File: src/rtl/imem_fetch_ctrl.sv
// Instruction-memory port sequencer: shares the byte-wide synchronous-read memory between
// the loader (byte writes) and the fetch stage (four-beat big-endian word reads).
module imem_fetch_ctrl #(
    parameter int unsigned ADDR_W = 6
) (
    input  logic              clk,
    input  logic              rst_n,
    input  logic              fetch_req,
    input  logic [63:0]       fetch_addr,
    output logic              fetch_busy,
    output logic              fetch_valid,
    output logic              fetch_err,
    output logic [31:0]       instruction,
    input  logic              load_we,
    input  logic [ADDR_W-1:0] load_addr,
    input  logic [7:0]        load_data,
    output logic              load_ack,
    output logic [ADDR_W-1:0] mem_addr,
    output logic              mem_we,
    output logic [7:0]        mem_wdata,
    input  logic [7:0]        mem_rdata
);

    typedef enum logic [1:0] {StIdle, StRd, StCap, StResp} state_e;

    state_e      state_q, state_d;
    logic [1:0]  cnt_q, cnt_d;
    logic [63:0] base_q, base_d;
    logic [23:0] slots_q, slots_d;
    logic [31:0] instr_q, instr_d;
    logic        err_q, err_d;
    logic        valid_q, valid_d;

    always_comb begin
        state_d   = state_q;
        cnt_d     = cnt_q;
        base_d    = base_q;
        slots_d   = slots_q;
        instr_d   = instr_q;
        err_d     = err_q;
        valid_d   = 1'b0;
        mem_addr  = '0;
        mem_we    = 1'b0;
        mem_wdata = '0;
        load_ack  = 1'b0;
        unique case (state_q)
            StIdle: begin
                if (load_we) begin
                    // Loader wins the port; a concurrent fetch_req waits for a free cycle.
                    mem_we    = 1'b1;
                    mem_addr  = load_addr;
                    mem_wdata = load_data;
                    load_ack  = 1'b1;
                end else if (fetch_req) begin
                    base_d = fetch_addr;
                    cnt_d  = '0;
                    if (fetch_addr[1:0] != 2'b00 || (fetch_addr >> ADDR_W) != 64'd0) begin
                        err_d   = 1'b1;
                        instr_d = '0;
                        valid_d = 1'b1;
                        state_d = StResp;
                    end else begin
                        err_d   = 1'b0;
                        state_d = StRd;
                    end
                end
            end
            StRd: begin
                mem_addr = base_q[ADDR_W-1:0] + ADDR_W'(cnt_q);
                // Read data lags the address by one beat, so beat n captures byte n-1.
                unique case (cnt_q)
                    2'd1:    slots_d[23:16] = mem_rdata;
                    2'd2:    slots_d[15:8]  = mem_rdata;
                    2'd3:    slots_d[7:0]   = mem_rdata;
                    default: ;
                endcase
                cnt_d = cnt_q + 2'd1;
                if (cnt_q == 2'd3) begin
                    state_d = StCap;
                end
            end
            StCap: begin
                instr_d = {slots_q, mem_rdata};
                valid_d = 1'b1;
                state_d = StResp;
            end
            StResp: begin
                state_d = StIdle;
            end
            default: state_d = StIdle;
        endcase
    end

    always_ff @(posedge clk or negedge rst_n) begin
        if (!rst_n) begin
            state_q <= StIdle;
            cnt_q   <= '0;
            base_q  <= '0;
            slots_q <= '0;
            instr_q <= '0;
            err_q   <= 1'b0;
            valid_q <= 1'b0;
        end else begin
            state_q <= state_d;
            cnt_q   <= cnt_d;
            base_q  <= base_d;
            slots_q <= slots_d;
            instr_q <= instr_d;
            err_q   <= err_d;
            valid_q <= valid_d;
        end
    end

    assign fetch_busy  = (state_q != StIdle);
    assign fetch_valid = valid_q;
    assign fetch_err   = valid_q & err_q;
    assign instruction = instr_q;

endmodule
File: config.mk
export PLATFORM = sky130hd
export DESIGN_NAME = imem_fetch_ctrl
export DESIGN_NICKNAME = d
export VERILOG_FILES = /design/src/rtl/imem_fetch_ctrl.sv
export SDC_FILE = /design/constraint.sdc
export NUM_CORES = 1
export LEC_CHECK = 0
export CORE_MARGIN = 5
export CORE_UTILIZATION = 45
export CTS_CLUSTER_DIAMETER = 50
export DETAILED_ROUTE_END_ITERATION = 7
export DONT_BUFFER_PORTS = 1
export MAX_ROUTING_LAYER = met4
export RECOVER_POWER = 100
export SETUP_SLACK_MARGIN = 0.3
export SYNTH_ARGS = -nofsm -noshare
export SYNTH_HDL_FRONTEND = slang
export SYNTH_SLANG_ARGS = --single-unit
File: constraint.sdc
create_clock -name clk -period 1.79 [get_ports clk]
set_input_delay 0.358 -clock clk [delete_from_list [all_inputs] [get_ports clk]]
set_output_delay 0.358 -clock clk [all_outputs]
set_load 0.02 [all_outputs]
==> flow_summary_export.csv, run 1 <==
group,metric,value,unit
placement,dpl.hpwl,6320,um
finish,area_growth,26.2,%
synth,synth_top_area_cell,"dfrtp_1",
synth,synth-edff-count,0,
sta,period_minus_slack,2.23,ns
global_routing,antenna_found_initial,0,
synth,mappedNetlistNets,442,
power,switching_share,0.405,
clocking,cts_tree,"yes",
critical_path,crit_type,"flop to primary output",
synth,yosysMostFrequentCell,"nand2_1",
placement,port_buffers,0,
global_routing,overflow,0,
detailed_routing,drt_iter0_drc,168,
finish,drive_gt1_frac,0.414,
detailed_routing,drc_errors,0,
synth,synth_ff_type,"dfrtp_1",
global_routing,grtUsageTotal,0.205,
placement,dp_slack,-0.0888,ns
global_routing,met1_usage,0.233,
detailed_routing,dr.pass1.iters,4,
global_routing,grt_use_met3,0.0526,
synth,yosys.area.top_type_share,0.470,
floorplan,fp-row-count,32,
power,leakage,0.00192,uW
synth,synth_cell_types,31,
finish,finalNetCount,471,
clocking,clockBufferDepth,2,
clocking,numCtsBuffers,9,
sta,setup_tns,-14.04,ns
finish,final_util,0.589,
clocking,cts-root-buf,"clkbuf_8",
power,p_sw,3460,uW
synth,yosysSeqAreaShare,0.470,
synth,synthCells,343,
global_routing,first_global_vias,2943,
outcome,status,"complete, but fails checks",
detailed_routing,viasPerCell,5.83,
sta,max_freq,449,MHz
global_routing,busiest_layer,"met2",
global_routing,grt_pass1_wl,15500,um
detailed_routing,wirelength,9720,um
clocking,clk_latency,0.34,ns
min_path,hold_class,"input pin to asynchronous set/reset pin",
synth,synthTopCellsByCount,"nand2_1 (78), dfrtp_1 (68), o211ai_1 (35)",
critical_path,cp.required,1.43,ns
clocking,cts.sinks,68,
clocking,htree_levels,3,
synth,ys_ff_latch,68,
floorplan,die-area,9950,um2
floorplan,die_w,99.7,um
detailed_routing,ant_nets,0,
placement,gp_congestion,0.748,
detailed_routing,post_drt_wl_per_cell,20.3,um
critical_path,cp-end-kind,"primary output",
critical_path,critPathArrivalTime,1.87,ns
floorplan,ios,141,
sta,setup_viol,59,
sta,worst_pin_slew,0.446,ns
synth,synthTopCellsByArea,"dfrtp_1 (47%), o211ai_2 (10%), mux2_2 (9.3%), nand2_1 (8.1%), o211ai_1 (7.3%)",
critical_path,r2r_setup_slack,-0.29,ns
critical_path,cp-start-kind,"flop",
sta,finalHoldViolations,68,
synth,synth_area,3620,um2
outcome,violations,"negative hold slack, negative setup slack",
run,max_cap_violations,0,
detailed_routing,vias,2792,
power,p_int,5080,uW
synth,async_flop_share,1.00,
power,pwr-share-seq,0.397,
sta,fin_ws,-0.435,ns
power,cellPowerDensity,1870,nW/um2
sta,rsz0062_at_grt,"yes",
clocking,clk_pin_slew,0.08,ns
sta,skew,0.0143,ns
floorplan,core,7770,um2
power,p_total,8540,uW
power,vdd_drop_max,0.829,mV
finish,n_antenna_cell,0,
sta,finalMaxSlewViolations,0,
power,pwr-share-clk,0.151,
sta,fin_crit_sh,1.24,
global_routing,grt.met2_usage,0.342,
floorplan,die_h,99.7,um
sta,fin_hold_ws,-0.300,ns
global_routing,grt_max_degree,69,
power,combinationalPowerShare,0.452,
sta,maxSlewHeadroom,0.703,
synth,yosys_warnings,0,
floorplan,start_util,0.466,
critical_path,crit_path_max_fanout,2,
synth,avgSynthCellArea,10.6,um2
==> cell type report <==
| type | count | area [um2] |
|---|---|---|
| Fill cell | 625 | 3200 |
| Multi-Input combinational cell | 239 | 1960 |
| Sequential cell | 68 | 1700 |
| Timing Repair Buffer | 45 | 546 |
| Clock buffer | 10 | 138 |
| Tap cell | 102 | 128 |
| Clock inverter | 6 | 62.6 |
| Inverter | 9 | 36.3 |
==> routing by layer <==
layer | vias up | wire (um)
met4 | 0 | 111
met3 | 10 | 809
li1 | 1308 | -
met5 | - | 0
met1 | 1343 | 3760
met2 | 131 | 5040
==> worst paths after layout <==
path,startpoint,endpoint,cells after the start
min in group clk,mem_rdata[7],instruction[7],2
max in group asynchronous,rst_n,instruction[29],0
setup reg to reg,state_q[1],instruction[6],9
hold reg to reg,err_q,err_q,1
hold / removal,rst_n,slots_q[20],0
setup / recovery,cnt_q[0],mem_addr[4],6
==> sequential cells by signal, indices dropped and copies added (netlist names) <==
signal	flops
state_q	2
fetch_valid	1
instruction	32
cnt_q	2
slots_q	24
err_q	1
base_q	6
==> timing repair <==
| action | in CTS | in global routing |
|---|---|---|
| setup buffers | 14 | 8 |
| endpoints found under the setup margin | 65 | 78 |
| gates resized for setup | 40 | 30 |
| endpoints found under the hold margin | 68 | 68 |
| pin swaps | 14 | 7 |
| gates cloned | 3 | 0 |
==> layout by cell type (no fill, tap or decap), drive strengths merged, types with 8 or more instances in the layout <==
cell | netlist | final
mux2 | 30 | 30
dfrtp | 68 | 68
ha | 8 | 8
inv | 9 | 10
clkbuf | 21 | 13
and3 | 8 | 8
o211ai | 64 | 64
nor4 | 15 | 15
buf | 6 | 41
o21ai | 11 | 11
nand2 | 78 | 78
==> cell families after synthesis <==
kind of cell,share of synthesized area
mux,0.0932
simple gates,0.144
buf+inv,0.0470
xor+xnor,0.00967
compound gates,0.203
fa+ha+maj,0.0332
flops,0.470
==> power groups by stage <==
stage	Clock [uW]	Sequential, uW	Combinational, uW
global placement	0	3390	3110
finish	1290	3390	3860
detailed placement	0	3420	3190
CTS	1330	3390	3640
floorplan	0	3230	2570
global route	1400	3490	4250
==> through the flow <==
step	cell area (um2)	std cells
floorplan	3780	343
global placement	3970	438
detailed placement	3970	438
CTS	4460	471
global route	4570	479
finish	4570	479
==> critical path, stage by stage (launching register included) <==
cell and delay [ns]:
dfrtp_1 0.38, ha_2 0.19, inv_2 0.04, fa_2 0.33
nand3b_1 0.18, xor2_1 0.16, o21ai_2 0.25
No activity file was read; power rests on OpenSTA's default activity.
==> run 2, diff against run 1 <==
Settings changed: RECOVER_POWER 100 to 25.
==> run 2 against run 1 <==
  * The run still ends with negative hold slack, negative setup slack left
  * Critical endpoint unchanged
  * Count of clock-buffer cells in the layout unchanged
  * Non-clock buffer count is the same
  * Largest power group unchanged
  * Cell area increased by 0.82%
  * Sequential cell count unchanged
  * Sequential share of layout area is 0.30 points lower
  * Sequential power barely moved
  * Die area is the same
==> flow_summary_export.csv, run 2 (same netlist as run 1, synthesis figures left out) <==
group,metric,value,unit
clocking,clk_latency,0.34,ns
power,p_total,8600,uW
clocking,clk_pin_slew,0.08,ns
finish,final_common_cell,"nand2_1",
power,cellPowerDensity,1870,nW/um2
critical_path,crit_type,"flop to primary output",
detailed_routing,vias,2783,
clocking,clockBufferDepth,2,
global_routing,grtUsageTotal,0.205,
global_routing,grt_pass1_wl,15500,um
critical_path,cp.required,1.43,ns
power,leakage,0.00194,uW
clocking,numCtsBuffers,9,
clocking,cts-root-buf,"clkbuf_8",
finish,drive_gt1_frac,0.435,
finish,multiInputGateArea,1980,um2
floorplan,core,7770,um2
sta,finalHoldViolations,68,
sta,max_freq,449,MHz
outcome,status,"complete, but fails checks",
placement,port_buffers,0,
sta,maxSlewHeadroom,0.753,
min_path,hold_class,"input pin to asynchronous set/reset pin",
finish,fillers,617,
power,vdd_drop_max,0.830,mV
floorplan,die_h,99.7,um
sta,rsz0062_at_grt,"yes",
sta,skew,0.0142,ns
global_routing,first_global_vias,2943,
placement,dpl_cell_area,3970,um2
floorplan,start_util,0.466,
finish,largest_reg_flops,32,
sta,fin_crit_sh,1.24,
sta,fin_ws,-0.436,ns
floorplan,die_w,99.7,um
finish,n_antenna_cell,0,
clocking,cts_tree,"yes",
finish,layout_common_cells,"nand2_1 (75), dfrtp_1 (68), o211ai_1 (35)",
detailed_routing,wirelength,9740,um
floorplan,fp-row-count,32,
sta,fin_hold_ws,-0.300,ns
clocking,cts.sinks,68,
critical_path,crit_path_max_fanout,2,
sta,finalMaxSlewViolations,0,
sta,period_minus_slack,2.23,ns
sta,worst_pin_slew,0.370,ns
detailed_routing,drc_errors,0,
detailed_routing,drt_iter0_drc,132,
floorplan,ios,141,
finish,seq_area,1700,um2
outcome,violations,"negative hold slack, negative setup slack",
finish,finalNetCount,471,
placement,dpl.hpwl,6320,um
sta,setup_viol,52,
detailed_routing,dr.pass1.iters,6,
global_routing,antenna_found_initial,0,
detailed_routing,ant_nets,0,
global_routing,overflow,0,
critical_path,cp-end-kind,"primary output",
floorplan,die-area,9950,um2
finish,fin_area,4610,um2
clocking,htree_levels,3,
global_routing,grt_max_degree,69,
run,max_cap_violations,0,
placement,gp_congestion,0.748,
critical_path,cp-start-kind,"flop",
critical_path,critPathArrivalTime,1.87,ns
finish,area_growth,27.2,%
sta,setup_tns,-6.49,ns
detailed_routing,post_drt_wl_per_cell,20.3,um
detailed_routing,viasPerCell,5.81,
## run 2: cell count changes in the layout (fill, tap and decap cells not counted), sizes merged
cell / before / now
dlymetal6s2s: 1 / 0
buf: 41 / 45
clkbuf: 13 / 10
## run 2: report_power, final
part | total, uW | internal, uW | switching, uW
clock network | 1290 | 682 | 613
registers | 3390 | 2340 | 1050
logic | 3920 | 2110 | 1810
total | 8600 | 5130 | 3470
## run 2: final timing paths
kind / slack, ns / to / start / cells past startpoint
setup / recovery: -0.44 / mem_addr[4] / cnt_q[0] / 6
hold / removal: -0.30 / slots_q[20] / rst_n / 0
min in group clk: 0.15 / instruction[7] / mem_rdata[7] / 2
setup reg to reg: -0.14 / instruction[6] / state_q[1] / 9
max in group asynchronous: 1.98 / state_q[1] / rst_n / 0
hold reg to reg: 0.49 / err_q / err_q / 1
## run 2: worst max-delay path, cell delays in order (launching register included)
cell,delay (ns)
dfrtp_1,0.38
ha_2,0.19
inv_2,0.04
fa_2,0.33
nand3b_1,0.18
xor2_1,0.16
o21ai_2,0.25
## run 2: layout make-up
type / count / area share
timing repair buffer: 45 / 0.122
clock buffer: 10 / 0.0299
inverter: 9 / 0.00787
multi-input combinational: 239 / 0.429
clock inverter: 6 / 0.0136
sequential: 68 / 0.369
tap: 102 / 0.0277
## run 2: what timing repair did
action                                  4_1_cts  5_1_grt
resized for setup                            40       30
buffers inserted                             14        8
hold endpoints to repair                     68       68
cloned                                        3        0
pin swaps                                    14        7
endpoints found under the setup margin       65       78
## run 2: metal layers
layer | part of all wire | GRT usage | vias up | routed length (um)
li1 | - | - | 1306 | -
met3 | 0.079 | 0.0526 | 12 | 767
met5 | 0 | - | - | 0
met1 | 0.39 | 0.233 | 1339 | 3800
met4 | 0.011 | 0.0893 | 0 | 109
met2 | 0.52 | 0.342 | 126 | 5050
## run 2: through the flow
| step | cells | worst slack, ns | utilization |
|---|---|---|---|
| global route | 479 | -0.517 | 0.593 |
| finish | 479 | -0.436 | 0.593 |
| detailed placement | 438 | -0.0888 | 0.510 |
| floorplan | 343 | -0.0978 | - |
| global placement | 438 | -0.0486 | 0.510 |
| CTS | 471 | -0.452 | 0.574 |
==> run 3, diff against run 2 <==
Settings changed: CORE_UTILIZATION 45 to 55, PLACE_DENSITY set to 0.7.
Clock period 1.79 ns to 2.7 ns, I/O delays scaled along.
==> run 3 against run 2 <==
  * The flow finishes with violations (max-capacitance violations, max-slew violations)
  * Via count fell by 2.6%
  * Clock power fell by 29%
  * Power fell by 41%
  * Worst hold slack improved by 0.63 ns
  * Sequential cell count did not move
  * Global-route usage rose by 2.3 points
  * Routed wire length fell by 7.0%
  * Cell area fell by 14%
  * Clock skew fell by 0.0055 ns
  * First-iteration DRC count fell by 6.8%
  * Register-to-register slack improved by 0.72 ns
  * Setup slack improved by 0.71 ns
  * Largest cell class unchanged
==> flow_summary_export.csv, run 3 (same netlist as run 1, synthesis figures left out) <==
group,metric,value,unit
floorplan,die_w,91.2,um
clocking,cts-root-buf,"clkbuf_8",
critical_path,cpMaxStageDelayCell,"dfrtp_1",
outcome,status,"complete, but fails checks",
global_routing,grt_max_degree,69,
finish,area_growth,9.36,%
clocking,clk_pin_slew,0.08,ns
critical_path,cp-end-kind,"primary output",
sta,finalHoldViolations,0,
critical_path,cp-start-kind,"flop",
detailed_routing,drt_iter0_drc,123,
global_routing,grt_pass1_wl,14800,um
critical_path,cp.depth,7,
global_routing,overflow,0,
placement,dpl_cell_area,3700,um2
placement,dpl.hpwl,6380,um
finish,largest_reg_flops,32,
detailed_routing,viasPerCell,6.38,
finish,final_common_cell,"nand2_1",
sta,fin_ws,0.273,ns
sta,worst_pin_slew,1.64,ns
power,p_total,5090,uW
clocking,clockBufferDepth,2,
min_path,hold_path_depth,2,
floorplan,start_util,0.567,
global_routing,first_global_vias,2805,
power,cellPowerDensity,1280,nW/um2
critical_path,crit_type,"flop to primary output",
sta,skew,0.00873,ns
clocking,htree_levels,3,
detailed_routing,wirelength,9060,um
critical_path,path_delay_family,"adder cells",
critical_path,max_stage_delay,0.40,ns
critical_path,r2r_cells,7,
sta,max_freq,412,MHz
outcome,violations,"max-capacitance violations, max-slew violations",
finish,drive_gt1_frac,0.290,
clocking,cts_tree,"yes",
clocking,cts.sinks,68,
min_path,hold_class,"input pin to flop",
clocking,clk_latency,0.34,ns
placement,port_buffers,0,
sta,finalMaxSlewViolations,69,
power,vdd_drop_max,0.714,mV
finish,finalNetCount,442,
sta,maxSlewHeadroom,-0.0966,
critical_path,path_cells,"ha_4, inv_2, fa_2, nand3b_1, xor2_1, o21ai_1, buf_4",
sta,rsz0062_at_grt,"yes",
finish,final_util,0.620,
placement,gp_congestion,0.855,
detailed_routing,ant_nets,0,
critical_path,critPathArrivalTime,1.89,ns
finish,layout_common_cells,"nand2_1 (78), dfrtp_1 (66), o211ai_1 (35)",
floorplan,die-area,8310,um2
finish,n_antenna_cell,0,
detailed_routing,vias,2712,
detailed_routing,drc_errors,0,
power,leakage,0.00171,uW
global_routing,antenna_found_initial,0,
run,max_cap_violations,1,
placement,dp_slack,0.379,ns
critical_path,cp.required,2.16,ns
sta,setup_tns,0,ns
sta,setup_viol,0,
critical_path,crit_path_max_fanout,2,
clocking,numCtsBuffers,9,
detailed_routing,dr.pass1.iters,4,
critical_path,critPathBufInv,2,
global_routing,grtUsageTotal,0.229,
finish,fillers,550,
floorplan,core,6390,um2
sta,period_minus_slack,2.43,ns
finish,fin_area,3960,um2
floorplan,die_h,91.2,um
sta,fin_crit_sh,0.899,
floorplan,fp-row-count,29,
floorplan,ios,141,
detailed_routing,post_drt_wl_per_cell,21.3,um
run 3: cell types whose count changed in the layout (fill, tap and decap cells not counted), moves of 4 or more:
cell and change:
buf_6 -17, and3_1 +8, and3_4 -8, o21ai_0 +8, buf_12 -7, o21ai_2 -6
nor4_1 +5, mux2_2 +4, mux2_4 -4, nor4_2 -4
run 3: power breakdown:
part	switching, uW	internal [uW]	leakage [uW]
clock	392	526	0.000112
sequential	708	1550	0.000814
combinational	1030	882	0.000784
total	2130	2960	0.00171
run 3: cell type report:
type	count	area, um2	share of cell area
well taps	77	96.3	0.0243
clock inverters	3	42.5	0.0107
multi-input cells	239	1780	0.448
flip-flops and latches	68	1700	0.430
inverters	9	33.8	0.00853
clock buffers	13	179	0.0452
repair buffers	16	130	0.0328
run 3: metal layers:
metal  vias up  GRT usage  wire length [um]
met1      1321      0.278              3540
met5         -          -                 0
li1       1244          -                 -
met4         0     0.0978               176
met2       132      0.374              4700
met3        15     0.0430               649
run 3: path summary, 6_finish.rpt:
check	from	end	slack (ns)
worst min-delay path	mem_rdata[7]	instruction[7]	0.33
worst max register to register	state_q[0]	instruction[11]	0.58
min in group asynchronous	rst_n	instruction[20]	0.61
worst max-delay path	base_q[0]	mem_addr[4]	0.27
worst min register to register	err_q	err_q	0.51
max in group asynchronous	rst_n	cnt_q[0]	1.00
run 3: through the flow:
| stage | hold slack (ns) | cells |
|---|---|---|
| finish | 0.330 | 425 |
| global route | 0.325 | 425 |
| CTS | 0.0785 | 425 |
| detailed placement | 0.246 | 406 |
| global placement | 0.247 | 406 |
| floorplan | 0.244 | 343 |
run 3: what timing repair did:
action                                 CTS  global route
setup endpoints to repair                6             6
pin swaps                                2             1
endpoints found under the hold margin   68             0
hold buffers                             1             0
buffers inserted                         2             0
resized for setup                        9             2
